`src/rtl/axi_pipeline_rr_arbiter.sv`:
```
// Packet-granular round-robin arbiter that shares one valid/ready sink between INPUTS requesters.
// The grant is held from a packet's first beat until its last beat is accepted. The output is one registered stage.
module axi_pipeline_rr_arbiter #(
    parameter  int INPUTS = 4,
    parameter  int WIDTH  = 32,
    localparam int IDX_W  = (INPUTS > 1) ? $clog2(INPUTS) : 1
) (
    input  logic                    clk,
    input  logic                    reset,
    input  logic [INPUTS*WIDTH-1:0] src_data,
    input  logic [INPUTS-1:0]       src_valid,
    input  logic [INPUTS-1:0]       src_last,
    output logic [INPUTS-1:0]       src_ready,
    output logic [WIDTH-1:0]        sink_data,
    output logic                    sink_valid,
    output logic                    sink_last,
    input  logic                    sink_ready,
    output logic [INPUTS-1:0]       grant,
    output logic                    busy
);

    typedef enum logic {IDLE, LOCKED} state_t;

    state_t             state;
    logic [IDX_W-1:0]   grant_idx;
    logic [IDX_W-1:0]   rr_ptr;
    logic [IDX_W-1:0]   pick_idx;
    logic               pick_found;
    logic [IDX_W:0]     pos;
    logic               can_load;
    logic               accept;
    logic               sel_valid;
    logic               sel_last;
    logic [WIDTH-1:0]   sel_data;

    // NOTE: every signal written in always_comb gets a default first, so no path leaves it unassigned (no latch).
    always_comb begin
        sel_valid = 1'b0;
        sel_last  = 1'b0;
        sel_data  = '0;
        grant     = '0;
        for (int i = 0; i < INPUTS; i++) begin
            if (grant_idx == IDX_W'(i)) begin
                sel_valid = src_valid[i];
                sel_last  = src_last[i];
                sel_data  = src_data[i*WIDTH +: WIDTH];
                grant[i]  = (state == LOCKED);
            end
        end
    end

    assign busy      = (state == LOCKED);
    assign can_load  = !sink_valid || sink_ready;
    assign src_ready = can_load ? grant : '0;
    assign accept    = busy && can_load && sel_valid;

    // Scan from rr_ptr upward with an explicit modulo wrap, so non-power-of-two INPUTS works.
    // NOTE: blocking assignments here are intentional; pos is a scratch value reused on each iteration.
    always_comb begin
        pick_found = 1'b0;
        pick_idx   = '0;
        pos        = '0;
        for (int i = 0; i < INPUTS; i++) begin
            pos = {1'b0, rr_ptr} + (IDX_W+1)'(i);
            if (pos >= (IDX_W+1)'(INPUTS))
                pos = pos - (IDX_W+1)'(INPUTS);
            if (!pick_found && src_valid[pos[IDX_W-1:0]]) begin
                pick_found = 1'b1;
                pick_idx   = pos[IDX_W-1:0];
            end
        end
    end

    // NOTE: sequential state uses non-blocking assignments only, so every flop samples pre-edge values.
    always_ff @(posedge clk or posedge reset) begin
        if (reset) begin
            state     <= IDLE;
            grant_idx <= '0;
            rr_ptr    <= '0;
        end else begin
            case (state)
                IDLE: begin
                    if (pick_found) begin
                        state     <= LOCKED;
                        grant_idx <= pick_idx;
                    end
                end
                LOCKED: begin
                    if (accept && sel_last) begin
                        state  <= IDLE;
                        rr_ptr <= (grant_idx == IDX_W'(INPUTS-1)) ? '0 : grant_idx + IDX_W'(1);
                    end
                end
                default: state <= IDLE;
            endcase
        end
    end

    // NOTE: the data register is reset as well, because a mid-packet reset must clear every visible output at once.
    always_ff @(posedge clk or posedge reset) begin
        if (reset) begin
            sink_valid <= 1'b0;
            sink_data  <= '0;
            sink_last  <= 1'b0;
        end else if (can_load) begin
            sink_valid <= accept;
            if (accept) begin
                sink_data <= sel_data;
                sink_last <= sel_last;
            end
        end
    end

endmodule

```
`config.mk`:
```
export PLATFORM = sky130hd
export DESIGN_NAME = axi_pipeline_rr_arbiter
export DESIGN_NICKNAME = d
export VERILOG_FILES = /design/src/rtl/axi_pipeline_rr_arbiter.sv
export SDC_FILE = /design/constraint.sdc
export NUM_CORES = 1
export LEC_CHECK = 0
export CORE_ASPECT_RATIO = 0.7
export CORE_UTILIZATION = 33
export DETAILED_ROUTE_END_ITERATION = 12
export GPL_ROUTABILITY_DRIVEN = 0
export PLACE_DENSITY = 0.78
export SYNTH_ARGS = -nofsm -noshare
export SYNTH_HDL_FRONTEND = slang
export SYNTH_SLANG_ARGS = --single-unit
```
`constraint.sdc`:
```
create_clock -name clk -period 2.2 [get_ports clk]
set_clock_uncertainty 0.15 [all_clocks]
set_input_delay 0.55 -clock clk [delete_from_list [all_inputs] [get_ports clk]]
set_output_delay 0.55 -clock clk [all_outputs]
set_load 0.01 [all_outputs]
```
== Yosys cells after proc, flatten, opt, wreduce, memory -nomap -nowiden ==
Index checks and enable logic that the tools add are counted.
Cells by class
  bitwise logic cells: 1
  reduce and logical (&&, ||, !) cells: 15
  order comparisons: 8
  muxes and demuxes: 41
  eq/ne operators: 3
  add/sub/neg operators: 8
Operators by type and width (number)
  two-way mux 32 bit: 4
  two-way mux 1 bit: 22
  two-way mux 2 bit: 9
  < comparator 2 x 3 -> 1 bit, second input constant: 4
  >= comparator 3 bit, second input constant: 3
  binary-select mux 1 bit (select 2 bit): 4
  subtractor 2 x 1 -> 2 bit, second input constant: 4
  adder 2 x 2 -> 3 bit, second input constant: 2
  logical AND 1 bit: 6
  AND reduction 2 bit: 3
  equality test 2 bit, second input constant: 2
  logical NOT 1 bit: 4
  two-way mux 4 bit: 1
  adder 2 x 1 -> 3 bit, second input constant: 1
  >= comparator 2 x 3 -> 1 bit, second input constant: 1
  adder 2 x 1 -> 2 bit, second input constant: 1
  equality test 2 x 1 -> 1 bit, second input constant: 1
  logical NOT 2 bit: 1
  case mux 1 bit (2 select lines): 1
  logical OR 1 bit: 1
  inverter 1 bit: 1
Storage, ports and cells
  output and inout port bits: 43
  word-level logic and storage cells: 82
  register bits after elaboration: 39

== Logic depth before layout (Yosys ltp) ==
Gate-level depths: netlist of the first run.
  word-level depth: 16
  depth in mapped cells: 8
  gate-level depth less buffers: 6

== Least setup slack after synthesis of the first run ==
No wires, ideal clock.
  kind: flip-flop to output port
  start point: register grant_idx[0]
  end point: output port src_ready[3]
  data required time: 1.500 ns
  setup slack: 0.018 ns
  stages on the path, launching flop included: 6
  arrival: 1.482 ns
  cell sequence: dfrtp_1 -> ha_1 -> clkbuf_1 -> clkbuf_1 -> clkbuf_1 -> and3_1
Between the ends
  longest elaborated chain between the ends: 3
RTL lines
  from (decl): line 25  | logic [IDX_W-1:0] grant_idx;
  from (signal assigned): line 85  | grant_idx <= pick_idx;
  equality test 2 bit: line 43  | if (grant_idx == IDX_W'(i)) begin
  two-way mux 1 bit: line 43
  two-way mux 4 bit: line 54  | assign src_ready = can_load ? grant : '0;
  to (decl): line 13  | output logic [INPUTS-1:0] src_ready,
No other way between the ends.

== Final worst setup path of the first run ==
  start point: register grant_idx[0]
  end point: register sink_data[5]
Between the ends
  longest elaborated chain between the ends: 7
RTL lines
  logical NOT 2 bit: line 43
  two-way mux 1 bit (4 in a row): line 43
  logical AND 1 bit: line 55  | assign accept = busy && can_load && sel_valid;
  AND reduction 2 bit (no line)
  to (signal assigned): line 108  | sink_data <= sel_data;
  to (decl): line 14  | output logic [WIDTH-1:0] sink_data,
Parallel ways exist; a longest one is shown, timed or not.
A chain may end at the register's enable or synchronous reset.

==> run summary, run 1 <==
Setup path
- start point of the critical path: grant_idx[0]$_DFFE_PP0P_
- Buf+Inv Stages, Crit Path: 3
- Critical Path Slowest Stage Cell: sky130_fd_sc_hd__dfrtp_2
- kind of capture point of the worst setup path: flip-flop
- r2r startpoint: grant_idx[0]$_DFFE_PP0P_
- CP cell instances: buf_6 -> ha_4 -> nand3b_1 -> a221oi_2 -> o21a_2 -> buf_6 -> buf_12 -> mux2_2
- cell depth of the worst setup path: 8
- largest incremental delay on the critical path: 0.44 ns
- startpoint type of the worst setup path: flip-flop
- required time worst endpoint: 2.21 ns
- largest driver fanout on the critical path: 9
- reg-to-reg critical path endpoint: sink_data[5]$_DFFE_PP0P_
- Setup CP Type: flip-flop to flip-flop
- end of the critical path: sink_data[5]$_DFFE_PP0P_
- family with the most delay on the worst path: compound AO/OA/AOI/OAI gates
- worst endpoint data arrival time: 2.31 ns
- Register-to-Register Path Depth: 8
- slack of the worst reg-to-reg path: -0.11 ns
- cell seen most often among critical-path stages: sky130_fd_sc_hd__buf_6

STA
- period utilization: 1.048
- number of endpoints failing setup at the final stage: 32
- final critical path time including I/O delays and setup: 2.305 ns
- relative max-transition margin: 0.7568
- top achievable clock speed: 433.8 MHz
- final number of max-transition violations: 0
- Least-Margin Pin Slew: 0.3648 ns
- RSZ-0062 raised after global routing: true
- final-report hold violation count: 0
- Worst Slack Setup Final: -0.1051 ns

CTS
- CTS tree: done
- clk sink count: 39
- deepest level of the CTS H-tree: 2
- clock slew seen by the registers of the worst setup and hold paths: 0.06 ns
- clock root buffer: sky130_fd_sc_hd__clkbuf_16
- Clock Latency Late Sink: 0.27 ns
- total clock buffers created by CTS: 5
- buffer levels on the longest clock path: 2

Place
- detailed-placement wirelength estimate: 6810 um
- post-placement setup slack: -0.4410 ns
- Placed Instances: 566
- number of buffer cells added on primary ports: 181
- standard cell area after detailed placement: 0.004736 mm2

Yosys
- main combinational cell family by area after synthesis: compound AO/OA/AOI/OAI gates
- part of the Yosys area used for sequential elements: 0.3625
- count of distinct cell types in the synthesized netlist: 33
- netlist area before placement: 0.002693 mm2
- arithmetic-cell share of the synthesized area counting full adders, half adders and majority gates: 0.01859
- Ys Warns: 0
- Compound-Gate Fraction of Synth Area: 0.2444
- synthesis-stage register bit count: 39
- Mapped Nets: 426
- mux share of post-synthesis cell area: 0.1417
- mean area per synthesized cell: 9.514 um2
- Post-Synthesis Cells: 283
- xor/xnor cell area share of the yosys netlist: 0
- area fraction in and, or, nand and nor cells after synthesis: 0.1719

Cells and area
- Final Non-Filler Cells: 585
- most frequent standard cell in the layout excluding fill and tap cells: sky130_fd_sc_hd__clkdlybuf4s50_1
- layout cells sized above 1: 0.2025
- area added between synthesis and finish: 92.61%
- final-stage net count: 626
- commonest cells after routing, fill and taps aside: sky130_fd_sc_hd__clkdlybuf4s50_1, sky130_fd_sc_hd__dfrtp_1, sky130_fd_sc_hd__nand2_1, sky130_fd_sc_hd__nor2b_1
- Non-Filler Cell Area, Final: 0.005186 mm2
- ANT cells: 0

Drt
- number of nets with antenna violations after detailed routing: 0
- DRC violation count after routing: 0
- vias per std cell: 5.152
- final routed wire length divided by cell count: 16.36 um
- overall routed net length: 9568 um
- initial DRC count: 93
- Detailed Routing Iterations Pass 1: 4
- vias: 3014

Floorplan
- Top-Level Pins: 182
- number of cell rows: 27
- Starting Density: 0.3421
- Die Wd: 110.0 um
- die outline area: 0.008531 mm2
- standard cell core area: 0.007871 mm2
- vertical die dimension: 77.58 um

GRT
- number of antenna violations at the first check in global routing: 0
- total global-route track usage: 0.2158
- largest net degree at the start of global routing: 40
- global-route wire length before repair: 14380 um
- overflow left after global routing: 0
- vias in the first global route: 3055

Pwr
- worst vdd rail ir drop: 0.8162 mV
- Pwr Density: 1330 mW/mm2
- leakage dissipation: 2.130 nW
- overall power of the completed layout: 0.006896 W

Status
- status: finished, violations left
- violations in the final reports: negative setup slack

Job
- total of max-cap violations: 0

Min path
- type of the worst min-delay path: flip-flop to flip-flop

==> through the flow <==
stage	hold WS [ns]	util	setup TNS (ns)
floorplan	0.3788	-	0
global placement	0.3167	0.6017	-12.10
detailed placement	0.3428	0.6017	-13.27
CTS	0.3580	0.6514	-1.657
global route	0.3735	0.6589	-4.616
finish	0.3561	0.6589	-2.132
==> registers in the layout, summed over array words and instances (netlist names) <==
register / count
busy: 1
grant_idx: 2
rr_ptr: 2
sink_data: 32
sink_last: 1
sink_valid: 1
==> cell type report <==
| type | count | area (um2) |
|---|---|---|
| sequential | 39 | 977.2 |
| multi-input combinational | 210 | 1708 |
| timing repair buffer | 220 | 2190 |
| fill | 641 | 2685 |
| clock buffer | 8 | 156.4 |
| tap | 101 | 126.4 |
| inverter | 7 | 28.78 |
==> kinds of logic (layout without fill, tap and decap cells) <==
kind of cell / count (synthesis) / count (layout)
AOI/OAI and AO/OA: 84 / 84
adders and majority gates: 4 / 4
buffers and inverters: 34 / 235
DFF: 39 / 39
muxes: 34 / 34
and+or+nand+nor: 88 / 88
==> cells in the mapped netlist (all sizes together) <==
library cell | count | area share
o22ai | 1 | 0.0023
a21o | 3 | 0.0084
and3 | 4 | 0.0093
nor2 | 2 | 0.0028
a31oi | 1 | 0.0023
mux2 | 33 | 0.14
a221o | 1 | 0.0037
inv | 7 | 0.0098
o2111a | 1 | 0.0042
a221oi | 32 | 0.11
o21ai | 5 | 0.0093
buf | 9 | 0.026
nand2b | 4 | 0.0093
ha | 4 | 0.019
nand4 | 1 | 0.0023
mux2i | 1 | 0.0037
o31ai | 31 | 0.086
and2 | 7 | 0.016
o221ai | 1 | 0.0033
nand2 | 34 | 0.047
nand3b | 1 | 0.0028
nor2b | 33 | 0.077
a21oi | 5 | 0.0093
dfrtp | 39 | 0.36
nand3 | 1 | 0.0019
o21a | 1 | 0.0028
a21boi | 1 | 0.0028
a22o | 1 | 0.0033
clkbuf | 18 | 0.025
and3b | 1 | 0.0033
==> worst min-delay path by stage <==
| stage | start | end | slack, ns | cells past startpoint |
|---|---|---|---|---|
| finish | sink_data[2]$_DFFE_PP0P_ | sink_data[2]$_DFFE_PP0P_ | 0.36 | 1 |
| global route | sink_data[4]$_DFFE_PP0P_ | sink_data[4]$_DFFE_PP0P_ | 0.37 | 1 |
| CTS | sink_data[2]$_DFFE_PP0P_ | sink_data[2]$_DFFE_PP0P_ | 0.36 | 1 |
| detailed placement | sink_data[10]$_DFFE_PP0P_ | sink_data[10]$_DFFE_PP0P_ | 0.34 | 1 |
| global placement | sink_data[10]$_DFFE_PP0P_ | sink_data[10]$_DFFE_PP0P_ | 0.32 | 1 |
| floorplan | sink_data[10]$_DFFE_PP0P_ | sink_data[10]$_DFFE_PP0P_ | 0.38 | 1 |
==> what timing repair did <==
action                                  4_1_cts  5_1_grt
endpoints found under the setup margin       42       36
pin swaps                                     2        0
gates cloned                                  2        1
hold buffers                                  0        0
resized for setup                            54       15
endpoints found under the hold margin         0        0
buffers inserted                              9        1
==> power by group <==
group	switching, W	total, W	internal (W)
Clock	0.000261	0.000743	0.000482
Sequential	0.000225	0.00130	0.00108
Combinational	0.00201	0.00485	0.00284
==> per-layer routing <==
layer  up-vias  global-route usage  share of wire
met5         -                   0              0
met4         0             0.03067         0.0031
met3         5             0.06555          0.090
met2       116              0.3919           0.49
met1      1441              0.2520           0.41
li1       1452                   -              -
Power figures use the tool's default switching activity.
==> run 2, diff against run 1 <==
--- a/config.mk
+++ b/config.mk
@@ -9,6 +9,7 @@
 export CORE_UTILIZATION = 33
 export DETAILED_ROUTE_END_ITERATION = 12
 export GPL_ROUTABILITY_DRIVEN = 0
+export GPL_TIMING_DRIVEN = 0
 export PLACE_DENSITY = 0.78
 export SYNTH_ARGS = -nofsm -noshare
 export SYNTH_HDL_FRONTEND = slang
==> run 2 against run 1 <==
The run still ends with negative setup slack left; clock power is 5.4% lower; clock-buffer cell count is 1 lower; via count is 7.3% higher; die area stayed put; hold slack hardly changed; global-route usage is 4.1 points higher; sequential power hardly changed; critical path type unchanged; largest power group unchanged; highest routed layer unchanged.
==> run summary, run 2 (synthesized netlist as in run 1, its figures left out) <==
GRT
- largest net degree at the start of global routing: 40
- vias in the first global route: 3195
- total global-route track usage: 0.2567
- global-route wire length before repair: 16390 um
- overflow left after global routing: 0
- number of antenna violations at the first check in global routing: 0

Pwr
- internal power: 0.004693 W
- overall power of the completed layout: 0.007525 W
- worst vdd rail ir drop: 0.7947 mV
- power dissipated by switching net loads: 0.002832 W
- sw frac: 0.3764
- Pwr Density: 1381 mW/mm2
- leakage dissipation: 2.250 nW
- part of the power in registers: 0.175
- Comb power frac: 0.731
- part of the total power dissipated in the clock network: 0.093

Cells and area
- area taken by multi-input logic gates: 0.001847 mm2
- largest registers: sink_data (32), grant_idx (2), rr_ptr (2)
- ANT cells: 0
- commonest cells after routing, fill and taps aside: sky130_fd_sc_hd__clkdlybuf4s50_1, sky130_fd_sc_hd__dfrtp_1, sky130_fd_sc_hd__nand2_1, sky130_fd_sc_hd__nor2b_1
- post-layout utilization of the core: 0.6921
- Filler Cells Inserted: 629
- most frequent standard cell in the layout excluding fill and tap cells: sky130_fd_sc_hd__clkdlybuf4s50_1
- area added between synthesis and finish: 102.3%
- flip-flop count of the largest register, all copies and words added: 32
- final-stage net count: 644
- largest register by flop count: sink_data
- layout cells sized above 1: 0.2550
- Non-Filler Cell Area, Final: 0.005448 mm2
- storage element area: 978.4 um2

Drt
- vias: 3233
- Top Metal Used: met4
- Met3 Wirelength: 1003 um
- total length of routed met2 wires: 5581 um
- Detailed Routing Iterations Pass 1: 4
- DRC violation count after routing: 0
- vias per std cell: 5.362
- overall routed net length: 11320 um
- final routed wire length divided by cell count: 18.77 um
- initial DRC count: 125
- met1 routed wirelength after detailed routing: 4464 um
- number of nets with antenna violations after detailed routing: 0

Min path
- type of the worst min-delay path: flip-flop to flip-flop
- hold path depth: 1
- Hold Crit Start: sink_data[5]$_DFFE_PP0P_

Setup path
- family with the most delay on the worst path: buffers and inverters
- kind of capture point of the worst setup path: flip-flop
- required time worst endpoint: 2.21 ns
- CP cell instances: inv_4 -> ha_4 -> buf_6 -> a21oi_4 -> a221oi_4 -> o21a_1 -> buf_6 -> buf_12 -> buf_8 -> mux2_4
- cell depth of the worst setup path: 10
- startpoint type of the worst setup path: flip-flop
- largest driver fanout on the critical path: 7
- Critical Path Slowest Stage Cell: sky130_fd_sc_hd__dfrtp_2
- r2r startpoint: grant_idx[0]$_DFFE_PP0P_
- worst endpoint data arrival time: 2.36 ns
- Buf+Inv Stages, Crit Path: 5
- Setup CP Type: flip-flop to flip-flop
- cell seen most often among critical-path stages: sky130_fd_sc_hd__buf_6
- largest incremental delay on the critical path: 0.46 ns
- Register-to-Register Path Depth: 10
- start point of the critical path: grant_idx[0]$_DFFE_PP0P_

Floorplan
- Top-Level Pins: 182
- vertical die dimension: 77.58 um
- die outline area: 0.008531 mm2
- Die Wd: 110.0 um
- number of cell rows: 27
- standard cell core area: 0.007871 mm2
- Starting Density: 0.3421

STA
- period utilization: 1.068
- Least-Margin Pin Slew: 0.8477 ns
- final-report hold violation count: 0
- top achievable clock speed: 425.5 MHz
- number of endpoints failing setup at the final stage: 35
- relative max-transition margin: 0.4340
- final critical path time including I/O delays and setup: 2.350 ns
- RSZ-0062 raised after global routing: true
- Worst Slack Setup Final: -0.1501 ns
- final number of max-transition violations: 0

Status
- status: finished, violations left
- violations in the final reports: negative setup slack

CTS
- deepest level of the CTS H-tree: 2
- CTS tree: done
- clock root buffer: sky130_fd_sc_hd__clkbuf_16
- Clock Latency Late Sink: 0.28 ns
- buffer levels on the longest clock path: 2
- clock slew seen by the registers of the worst setup and hold paths: 0.06 ns
- quantity of hold-fixing buffers added after cts: 0
- total clock buffers created by CTS: 5
- clk sink count: 39

Place
- post-placement setup slack: -0.9843 ns
- standard cell area after detailed placement: 0.004631 mm2
- number of buffer cells added on primary ports: 181
- detailed-placement wirelength estimate: 7616 um

Job
- total of max-cap violations: 0

==> run 2: timing repair <==
| item | in CTS | in global routing |
|---|---|---|
| resized for setup | 113 | 44 |
| endpoints found under the setup margin | 43 | 41 |
| buffers inserted | 20 | 13 |
| gates cloned | 2 | 0 |
| pin swaps | 4 | 14 |
==> run 2: layout make-up <==
class,count,area share
Timing Repair Buffer,214,0.3859
Multi-Input combinational cell,210,0.3390
Sequential cell,39,0.1796
Buffer,24,0.04134
Clock buffer,7,0.02435
Tap cell,101,0.02320
Inverter,7,0.005742
Clock inverter,1,0.0009187
==> run 2: power by group through the flow <==
stage | sequential, W | clock, W | combinational, W
after floorplan | 0.00140 | 0 | 0.00224
after global placement | 0.00126 | 0 | 0.00391
after detailed placement | 0.00128 | 0 | 0.00400
after CTS | 0.00130 | 0.000706 | 0.00520
after global routing | 0.00136 | 0.000750 | 0.00586
final | 0.00132 | 0.000703 | 0.00550
==> run 2: final timing paths <==
path / end / slack (ns)
max: sink_data[15]$_DFFE_PP0P_ / -0.15
min: sink_data[5]$_DFFE_PP0P_ / 0.36
max reg2reg: sink_data[15]$_DFFE_PP0P_ / -0.15
min reg2reg: sink_data[5]$_DFFE_PP0P_ / 0.36
max in group asynchronous: grant_idx[0]$_DFFE_PP0P_ / 0.71
min in group asynchronous: sink_data[6]$_DFFE_PP0P_ / 0.61
==> run 2: stage by stage <==
stage	instances	hold WS, ns	TNS, ns
after global placement	565	0.3169	-31.50
after CTS	594	0.3595	-1.718
after floorplan	283	0.3788	0
after detailed placement	565	0.3318	-19.21
final	603	0.3564	-2.675
after global routing	603	0.3827	-4.449
==> run 2: metal layers <==
layer | global-route usage | vias to the layer above
met3 | 0.06891 | 27
met5 | 0 | -
met4 | 0.07467 | 0
li1 | - | 1494
met2 | 0.4544 | 160
met1 | 0.3004 | 1552
==> run 2: worst reg2reg max path: stages (launching register included) <==
cell and delay (ns):
sky130_fd_sc_hd__dfrtp_2 0.46, sky130_fd_sc_hd__inv_4 0.10, sky130_fd_sc_hd__ha_4 0.15, sky130_fd_sc_hd__buf_6 0.13, sky130_fd_sc_hd__a21oi_4 0.04, sky130_fd_sc_hd__a221oi_4 0.30, sky130_fd_sc_hd__o21a_1 0.19, sky130_fd_sc_hd__buf_6 0.17
sky130_fd_sc_hd__buf_12 0.12, sky130_fd_sc_hd__buf_8 0.12, sky130_fd_sc_hd__mux2_4 0.30
